File: config.mk
export PLATFORM = sky130hd
export DESIGN_NAME = mem_arbiter
export DESIGN_NICKNAME = d
export VERILOG_FILES = /design/src/rtl/mem_arbiter.sv
export SDC_FILE = /design/constraint.sdc
export NUM_CORES = 1
export LEC_CHECK = 0
export CORE_AREA = 3 3 103 105
export DETAILED_ROUTE_END_ITERATION = 12
export DIE_AREA = 0 0 106 108
export DONT_BUFFER_PORTS = 1
export PLACE_DENSITY_LB_ADDON = 0.25
export REMOVE_ABC_BUFFERS = 1
export SYNTH_ARGS = -nofsm -noshare
export SYNTH_HDL_FRONTEND = slang
export SYNTH_SLANG_ARGS = --single-unit
export TNS_END_PERCENT = 20
File: constraint.sdc
create_clock -name clk -period 2.2 [get_ports clk]
set_clock_uncertainty 0.1 [all_clocks]
set_input_delay 0.33 -clock clk [delete_from_list [all_inputs] [get_ports clk]]
set_output_delay 0.33 -clock clk [all_outputs]
set_load 0.05 [all_outputs]
File: src/rtl/mem_arbiter.sv
`timescale 1ns/1ps
`default_nettype none
// +--------------------------------------------------------------------------+
// | Module      : mem_arbiter                                                |
// | Description : Two-requester memory arbiter (IFU read port m0, LSU        |
// |               read/write port m1) with round-robin or fixed priority,    |
// |               registered outputs and a BUSY-phase timeout.               |
// | Revision    : 1.0 - initial release                                      |
// +--------------------------------------------------------------------------+
module mem_arbiter #(
   parameter int ARB_MODE = 0,    // 0 = round-robin, 1 = m1 (LSU) always wins ties
   parameter int TIMEOUT  = 255   // BUSY cycles without mem_ready before error; 0 = off
) (
   input  logic        clk,
   input  logic        rst,
   input  logic        m0_valid,
   input  logic [31:0] m0_addr,
   output logic        m0_ready,
   input  logic        m1_valid,
   input  logic [31:0] m1_addr,
   input  logic [31:0] m1_wdata,
   input  logic [7:0]  m1_wmask,
   input  logic        m1_wen,
   output logic        m1_ready,
   output logic [31:0] rdata,
   output logic        err,
   output logic        mem_valid,
   output logic        mem_wen,
   output logic [31:0] mem_addr,
   output logic [31:0] mem_wdata,
   output logic [7:0]  mem_wmask,
   input  logic        mem_ready,
   input  logic [31:0] mem_rdata
);

   typedef enum logic [1:0] {
      ST_IDLE = 2'd0,
      ST_BUSY = 2'd1,
      ST_RESP = 2'd2
   } state_t;

   // Timeout fires while the counter shows TIMEOUT-1, i.e. on the TIMEOUT-th BUSY cycle.
   localparam logic       c_to_en   = (TIMEOUT != 0);
   localparam logic [7:0] c_to_last = 8'(TIMEOUT - 1);

   state_t      r_state;
   state_t      w_state_nxt;
   logic        r_last_grant;      // 1 = m1 was served last
   logic        w_last_grant_nxt;
   logic        r_grant_id;        // 1 = m1 owns the current transaction
   logic        w_grant_id_nxt;
   logic [7:0]  r_cnt;
   logic [7:0]  w_cnt_nxt;
   logic        r_mem_valid, w_mem_valid_nxt;
   logic        r_mem_wen,   w_mem_wen_nxt;
   logic [31:0] r_mem_addr,  w_mem_addr_nxt;
   logic [31:0] r_mem_wdata, w_mem_wdata_nxt;
   logic [7:0]  r_mem_wmask, w_mem_wmask_nxt;
   logic [31:0] r_rdata,     w_rdata_nxt;
   logic        r_err,       w_err_nxt;
   logic        r_m0_ready,  w_m0_ready_nxt;
   logic        r_m1_ready,  w_m1_ready_nxt;
   logic        w_pick_m1;
   logic        w_timeout;

   // Winner selection: a lone requester wins; ties go by mode and last grant.
   assign w_pick_m1 = (m0_valid && m1_valid) ? ((ARB_MODE != 0) ? 1'b1 : ~r_last_grant)
                                             : m1_valid;

   assign w_timeout = c_to_en && (r_cnt == c_to_last);

   // State register.
   always_ff @(posedge clk) begin
      if (rst) begin
         r_state <= ST_IDLE;
      end else begin
         r_state <= w_state_nxt;
      end
   end

   // Next-state and next-output logic; every output is registered below.
   always_comb begin
      w_state_nxt      = r_state;
      w_last_grant_nxt = r_last_grant;
      w_grant_id_nxt   = r_grant_id;
      w_cnt_nxt        = r_cnt;
      w_mem_valid_nxt  = r_mem_valid;
      w_mem_wen_nxt    = r_mem_wen;
      w_mem_addr_nxt   = r_mem_addr;
      w_mem_wdata_nxt  = r_mem_wdata;
      w_mem_wmask_nxt  = r_mem_wmask;
      w_rdata_nxt      = r_rdata;
      w_err_nxt        = r_err;
      w_m0_ready_nxt   = 1'b0;
      w_m1_ready_nxt   = 1'b0;
      case (r_state)
         ST_IDLE: begin
            if (m0_valid || m1_valid) begin
               w_state_nxt     = ST_BUSY;
               w_grant_id_nxt  = w_pick_m1;
               w_cnt_nxt       = 8'd0;
               w_mem_valid_nxt = 1'b1;
               if (w_pick_m1) begin
                  w_mem_addr_nxt  = m1_addr;
                  w_mem_wdata_nxt = m1_wdata;
                  w_mem_wmask_nxt = m1_wmask;
                  w_mem_wen_nxt   = m1_wen;
               end else begin
                  // The IFU port is read-only.
                  w_mem_addr_nxt  = m0_addr;
                  w_mem_wdata_nxt = 32'd0;
                  w_mem_wmask_nxt = 8'd0;
                  w_mem_wen_nxt   = 1'b0;
               end
            end
         end
         ST_BUSY: begin
            if (mem_ready || w_timeout) begin
               // mem_ready wins over a timeout firing in the same cycle.
               w_state_nxt     = ST_RESP;
               w_rdata_nxt     = mem_ready ? mem_rdata : 32'd0;
               w_err_nxt       = ~mem_ready;
               w_m0_ready_nxt  = ~r_grant_id;
               w_m1_ready_nxt  = r_grant_id;
               w_mem_valid_nxt = 1'b0;
               w_mem_wen_nxt   = 1'b0;
               w_mem_addr_nxt  = 32'd0;
               w_mem_wdata_nxt = 32'd0;
               w_mem_wmask_nxt = 8'd0;
            end else if (r_cnt != 8'hFF) begin
               w_cnt_nxt = r_cnt + 8'd1;
            end
         end
         ST_RESP: begin
            w_state_nxt      = ST_IDLE;
            w_last_grant_nxt = r_grant_id;
         end
         default: begin
            w_state_nxt = ST_IDLE;
         end
      endcase
   end

   // Datapath and output registers.
   always_ff @(posedge clk) begin
      if (rst) begin
         r_last_grant <= 1'b1;
         r_grant_id   <= 1'b0;
         r_cnt        <= 8'd0;
         r_mem_valid  <= 1'b0;
         r_mem_wen    <= 1'b0;
         r_mem_addr   <= 32'd0;
         r_mem_wdata  <= 32'd0;
         r_mem_wmask  <= 8'd0;
         r_rdata      <= 32'd0;
         r_err        <= 1'b0;
         r_m0_ready   <= 1'b0;
         r_m1_ready   <= 1'b0;
      end else begin
         r_last_grant <= w_last_grant_nxt;
         r_grant_id   <= w_grant_id_nxt;
         r_cnt        <= w_cnt_nxt;
         r_mem_valid  <= w_mem_valid_nxt;
         r_mem_wen    <= w_mem_wen_nxt;
         r_mem_addr   <= w_mem_addr_nxt;
         r_mem_wdata  <= w_mem_wdata_nxt;
         r_mem_wmask  <= w_mem_wmask_nxt;
         r_rdata      <= w_rdata_nxt;
         r_err        <= w_err_nxt;
         r_m0_ready   <= w_m0_ready_nxt;
         r_m1_ready   <= w_m1_ready_nxt;
      end
   end

   assign m0_ready  = r_m0_ready;
   assign m1_ready  = r_m1_ready;
   assign rdata     = r_rdata;
   assign err       = r_err;
   assign mem_valid = r_mem_valid;
   assign mem_wen   = r_mem_wen;
   assign mem_addr  = r_mem_addr;
   assign mem_wdata = r_mem_wdata;
   assign mem_wmask = r_mem_wmask;

endmodule
`default_nettype wire
==> impl_metrics.ini, run 1 <==
[run_status]
status = finished with violations
violations = negative hold slack

[yosys]
synth_top_area_share_pct = 45.7
synth.area.top_cells = dfxtp_1 (46%), a21oi_1 (10%), o211ai_1 (8.4%)
synth_seq_cells = 121
syn_area_per_cell_um2 = 8.73
synth_edf_count = 0
netlist_area_um2 = 5300
syn_inst = 607
yosysTopAreaCell = dfxtp_1
async_reset_ff_share_pct = 0
yosysMostFrequentCell = dfxtp_1
synth_cell_types = 42
ys_warn_count = 0
yosysSeqAreaShare_pct = 45.7
synth_commonest_cells = dfxtp_1 (121), a21oi_1 (111), nand2_1 (96)
synthFlopType = dfxtp_1

[cts]
htree_num_levels = 4
cts_root_buf = clkbuf_8
clk_path_buf_depth = 2
cts_buffers = 17
cts.sinks = 121
cts.clk_slew.worst_paths_ps = 60
cts_tree = built
cts_setup_buffers = 0
hold_buffers = 10
clock_latency_ps = 490

[min_path]
min_from = rst
min_to = mem_wdata[7]
holdPathStages = 1
hold_path_class = in -> reg

[drt]
via_per_inst = 6.13
routed-wl-met2_um = 7140
post-route-drc-count = 0
dr.first_iter.drc_count = 318
ant_nets = 0
top_layer = met4
vias = 4470
wire_per_inst_um = 19.4
drt-pass1-iter-count = 4
wirelength_um = 14100
wl_met1_um = 5370
dr_wl_met3_um = 1490

[floorplan]
die_area_um2 = 11400
core_um2 = 9730
start_util_pct = 54.5
die_y_um = 108
rows = 36
io_pins = 251
die_w_um = 106

[placement]
dp.cells = 687
io_buffers = 0
hpwlAfterDp_um = 9330
place.gp.congestion = 0.806
post-place-ws_ps = 244

[power]
p_leak_nw = 1.97
power_mw = 5.84
ir_worst_vdd_mv = 0.581
power.density_nw_per_um2 = 975

[timing]
timing.final.crit_period_ps = 2070
fin_setup_tns_ps = 0
fmax_ghz = 0.484
maxSlewViolCount = 0
final-setup-viol-count = 0
fin_hold_ws_ps = -202
finalHoldViolCount = 111
period_share_pct = 94.0
worst_slew_pin_slew_ps = 593
layout_setup_ws_ps = 132
slew_headroom_pct = 60.4

[final_layout]
fin_cells = 729
fin_nets = 727
drive_gt1_share_pct = 16.8
area_growth_pct = 13.0
fin_util_pct = 61.6
antenna_cells = 0

[worst_setup_path]
end_kind = flip-flop
r2r_end = r_grant_id
crit_fanout = 42
critPathKind = reg -> reg
ff2ff_path_depth = 6
arrival_ps = 2410
regToRegStartpoint = r_state[0]
cp.required_ps = 2540
r2r_slack_ps = 130
start_kind = flip-flop

[grt]
grt_pass1_vias = 4357
grt_max_degree = 122
gr-total-overflow = 0
grt_pass1_wl_um = 21700
antenna_found_initial = 0
grt_usage_pct = 23.4

[run]
drv_cap = 0
## layout make-up
type / instances / area [µm²]
clock buffer: 20 / 445
timing repair buffer: 21 / 245
fill: 845 / 3740
clock inverter: 12 / 101
inverter: 5 / 18.8
tap: 133 / 166
multi-input combinational: 417 / 2590
sequential: 121 / 2420
## cells in the final DEF (no fill, tap or decap), types with 2 or more instances in the layout
cell / n
a211oi_1: 3
a21oi_1: 111
a41oi_1: 2
and2_1: 4
buf_12: 5
buf_4: 6
clkbuf_16: 16
clkbuf_8: 3
clkinv_2: 5
clkinvlp_4: 5
dfxtp_1: 121
dlygate4sd3_1: 10
ha_1: 2
inv_1: 5
mux2_2: 32
nand2_1: 95
nand2b_1: 4
nand3_1: 17
nand4_1: 2
nor2_1: 4
nor2b_1: 2
nor3_1: 3
nor3_2: 2
o211ai_1: 59
o211ai_2: 16
o21ai_0: 32
o21ai_1: 4
o31ai_1: 2
o32ai_1: 3
## timing repair
action,CTS,global route
setup endpoints to repair,0,5
hold endpoints to repair,121,112
resized for setup,0,3
## worst max-delay path: stages (launching register included)
cell and delay (ps):
dfxtp_1 370, nor2_1 250, and3_1 200, buf_4 370
a21oi_1 70, nor2_1 90, dlygate4sd3_1 550
## stage by stage
| step | hold slack [ps] | instance area [µm²] |
|---|---|---|
| after global placement | 306 | 5330 |
| after CTS | -232 | 5980 |
| after global routing | -227 | 5990 |
| final | -202 | 5990 |
| after detailed placement | 312 | 5330 |
| after floorplan | 299 | 4990 |
## registers in the layout, summed over array words and instances, names as in the netlist
signal	cells
r_last_grant	1
m1_ready	1
r_grant_id	1
mem_addr	32
rdata	32
r_cnt	8
r_state	2
mem_wmask	8
m0_ready	1
mem_valid	1
mem_wen	1
err	1
mem_wdata	32
## how the worst max path moves through the flow
stage,start,endpoint,slack [ps],cells past startpoint
floorplan,r_state[1],r_cnt[2],-1370,4
global placement,r_state[0],mem_addr[7],280,4
detailed placement,r_state[0],mem_addr[0],240,4
CTS,r_state[0],r_grant_id,90,6
global route,r_cnt[0],m0_ready,-0.8,7
finish,r_state[0],r_grant_id,130,6
## report_power, final
group	internal [mW]	total [mW]	switching, mW	leakage (nW)
clock network	1.55	2.52	0.974	0.258
logic	0.216	0.554	0.338	0.726
registers	2.31	2.77	0.463	0.986
## cells by family after synthesis
group / Yosys count / share of synthesized area, %
buf+inv: 69 / 6.14
compound gates: 240 / 28.8
flops: 121 / 45.7
mux: 32 / 6.80
fa+ha+maj: 2 / 0.472
simple gates: 143 / 12.1
## metal layers
layer / vias up / global-route usage (%)
met5: - / 0
met4: 0 / 7.31
met3: 12 / 10.2
met2: 221 / 40.0
met1: 2099 / 26.6
li1: 2138 / -
No activity file was read; power rests on OpenSTA's default activity.
==> run 2: changes to the inputs <==
--- a/config.mk
+++ b/config.mk
@@ -9,6 +9,7 @@
 export DETAILED_ROUTE_END_ITERATION = 12
 export DIE_AREA = 0 0 106 108
 export DONT_BUFFER_PORTS = 1
+export HOLD_SLACK_MARGIN = 0.12
 export PLACE_DENSITY_LB_ADDON = 0.25
 export REMOVE_ABC_BUFFERS = 1
 export SYNTH_ARGS = -nofsm -noshare
==> constraint.sdc (replaced) <==
create_clock -name clk -period 2.2 [get_ports clk]
set_clock_uncertainty 0.1 [all_clocks]
set_input_delay 0 -clock clk [delete_from_list [all_inputs] [get_ports clk]]
set_output_delay 0 -clock clk [all_outputs]
set_load 0.05 [all_outputs]
==> run 2 against run 1 <==
The flow now stops in 4_1_cts. Synthesized cell count stayed put. Area after synthesis stayed put.
==> impl_metrics.ini, run 2 <==
[yosys]
async_reset_ff_share_pct = 0
yosysSeqAreaShare_pct = 45.7
synth_top_area_share_pct = 45.7
syn_area_per_cell_um2 = 8.73
synth_seq_cells = 121
synth.area.top_cells = dfxtp_1 (46%), a21oi_1 (10%), o211ai_1 (8.4%)
yosysTopAreaCell = dfxtp_1
ys_warn_count = 0
syn_inst = 607
synth_cell_types = 42
synth_commonest_cells = dfxtp_1 (121), a21oi_1 (111), nand2_1 (96)
synth_edf_count = 0
yosysMostFrequentCell = dfxtp_1
synthFlopType = dfxtp_1
netlist_area_um2 = 5300

[placement]
io_buffers = 0
place.gp.congestion = 0.819
dp.cells = 692
hpwlAfterDp_um = 9510
placed_cell_area_um2 = 5360

[floorplan]
io_pins = 251
die_y_um = 108
start_util_pct = 54.5
rows = 36
die_w_um = 106

[cts]
cts.sinks = 121
cts_resized = 0
cts_setup_buffers = 0
cts_buffers = 17
htree_num_levels = 4
hold_buffers = 147
cts_root_buf = clkbuf_8
clk_path_buf_depth = 2

[run_status]
status = aborted with a tool error
error = [ERROR RSZ-0060] Max buffer count reached.
lastStage = 4_1_cts
## run 2: cell counts after synthesis
Identical to the previous run, type by type.
## run 2: through the flow
step                setup WS [ps]  setup TNS [ps]
detailed placement            329               0
global placement              431               0
floorplan                   -1370         -137140
## run 2: cells by family after synthesis
logic type / Yosys count / share of synthesized area, %
AO/OA/AOI/OAI: 240 / 28.8
adder cells (fa/ha/maj): 2 / 0.472
buffers and inverters: 69 / 6.14
flip-flops: 121 / 45.7
multiplexers: 32 / 6.80
AND/OR/NAND/NOR: 143 / 12.1
==> run 3: changes to the inputs <==
--- a/config.mk
+++ b/config.mk
@@ -5,12 +5,11 @@
 export SDC_FILE = /design/constraint.sdc
 export NUM_CORES = 1
 export LEC_CHECK = 0
-export CORE_AREA = 3 3 103 105
+export CORE_AREA = 3 3 120 122
 export DETAILED_ROUTE_END_ITERATION = 12
-export DIE_AREA = 0 0 106 108
+export DIE_AREA = 0 0 123 125
 export DONT_BUFFER_PORTS = 1
-export HOLD_SLACK_MARGIN = 0.12
-export PLACE_DENSITY_LB_ADDON = 0.25
+export PLACE_DENSITY_LB_ADDON = 0.15
 export REMOVE_ABC_BUFFERS = 1
 export SYNTH_ARGS = -nofsm -noshare
 export SYNTH_HDL_FRONTEND = slang
==> run 3 against run 2 <==
The run now ends clean.
==> impl_metrics.ini, run 3 (synthesis results as in run 1) <==
[run_status]
status = finished, final reports clean

[grt]
grt_pass1_wl_um = 26800
grt_pass1_vias = 5188
gr-total-overflow = 0
antenna_found_initial = 0
grt_usage_pct = 21.6
grt_max_degree = 112

[final_layout]
mostFrequentLayoutCells = dlygate4sd3_1 (150), dfxtp_1 (119), a21oi_1 (111)
fin_cells = 926
mostFrequentLayoutCell = dlygate4sd3_1
fin_util_pct = 58.0
fin_nets = 882
antenna_cells = 0
area_growth_pct = 45.5
drive_gt1_share_pct = 15.5
n_fill_cell = 1105

[drt]
via_per_inst = 5.65
vias = 5230
post-route-drc-count = 0
dr.first_iter.drc_count = 326
wirelength_um = 17500
ant_nets = 0
drt-pass1-iter-count = 5
wire_per_inst_um = 18.9

[cts]
htree_num_levels = 4
cts.sinks = 121
cts_buffers = 17
clock_latency_ps = 410
clk_path_buf_depth = 2
cts_root_buf = clkbuf_16
cts.clk_slew.worst_paths_ps = 50
cts_tree = built

[timing]
final-setup-viol-count = 0
fin_setup_tns_ps = 0
finalHoldViolCount = 0
fmax_ghz = 0.476
fin_hold_ws_ps = 28.2
worst_slew_pin_slew_ps = 595
maxSlewViolCount = 0
rsz0062_at_grt = false
timing.final.crit_period_ps = 2100
period_share_pct = 95.4
slew_headroom_pct = 60.3

[placement]
place.gp.congestion = 0.756
dp.cells = 734
hpwlAfterDp_um = 9580
io_buffers = 0

[worst_setup_path]
start_kind = flip-flop
crit_fanout = 6
cpPeakStageDelay_ps = 610
arrival_ps = 2280
crit_slowest_cell = dlygate4sd3_1
critPathKind = reg -> reg
worstPathCellList = inv_1 -> ha_1 -> nand3_4 -> o21ba_4 -> o211ai_1 -> a21oi_1 -> dlygate4sd3_1
end_kind = flip-flop
cp.required_ps = 2380

[floorplan]
rows = 42
die_area_um2 = 15400
core_um2 = 13300
die_w_um = 123
die_y_um = 125
io_pins = 251
start_util_pct = 39.9

[min_path]
hold_path_class = in -> reg

[power]
ir_worst_vdd_mv = 0.525
power.density_nw_per_um2 = 862
p_leak_nw = 2.74

[run]
drv_cap = 0
==> run 3: layout make-up <==
cell class	instances	area, µm²	share of cell area [%]
clock buffers	24	502	6.50
clock inverters	7	138	1.78
flip-flops and latches	121	2420	31.4
inverters	5	18.8	0.243
well taps	176	220	2.85
repair buffers	173	1760	22.9
multi-input cells	420	2650	34.3
==> run 3: worst paths after layout <==
kind             endpoint  slack, ps        from  cells past startpoint
max          mem_wdata[7]        100    r_cnt[0]                      7
min            r_grant_id         30    m0_valid                      4
max reg2reg  mem_wdata[7]        100    r_cnt[0]                      7
min reg2reg      m0_ready        390  r_grant_id                      1
==> run 3: through the flow <==
| step | area, µm² | setup slack [ps] | total power, mW |
|---|---|---|---|
| detailed placement | 5410 | 344 | 3.37 |
| global placement | 5410 | 404 | 3.36 |
| CTS | 7580 | 5.36 | 6.65 |
| floorplan | 4990 | -1370 | 3.17 |
| finish | 7710 | 100 | 6.65 |
| global route | 7710 | 5.14 | 6.91 |
==> run 3: repair_timing <==
item | in CTS | in global routing
buffers inserted | 0 | 7
gates resized for setup | 0 | 12
endpoints found under the setup margin | 0 | 50
hold buffers | 151 | 0
hold endpoints to repair | 121 | 0
==> run 3: report_power, final <==
group	total (mW)	internal [mW]	switching, mW	leakage (nW)
combinational	0.884	0.432	0.452	1.44
clock	3.00	2.04	0.960	0.312
sequential	2.77	2.31	0.461	0.987
total	6.65	4.78	1.87	2.74
==> run 3: routing by layer <==
layer | part of all wire (%) | wire length [µm] | GRT usage [%] | vias up
li1 | - | - | - | 2453
met2 | 47 | 8170 | 35.1 | 292
met5 | 0 | 0 | 0 | -
met1 | 39 | 6730 | 24.9 | 2459
met3 | 13 | 2250 | 10.1 | 26
met4 | 1.8 | 316 | 7.43 | 0
==> run 3: critical path: cells and delay by family (launching register included) <==
| kind | cells | cell delay, ps |
|---|---|---|
| flip-flops | 1 | 330 |
| adder cells (fa/ha/maj) | 1 | 190 |
| AND/OR/NAND/NOR | 1 | 120 |
| AO/OA/AOI/OAI | 3 | 540 |
| buffers and inverters | 2 | 700 |
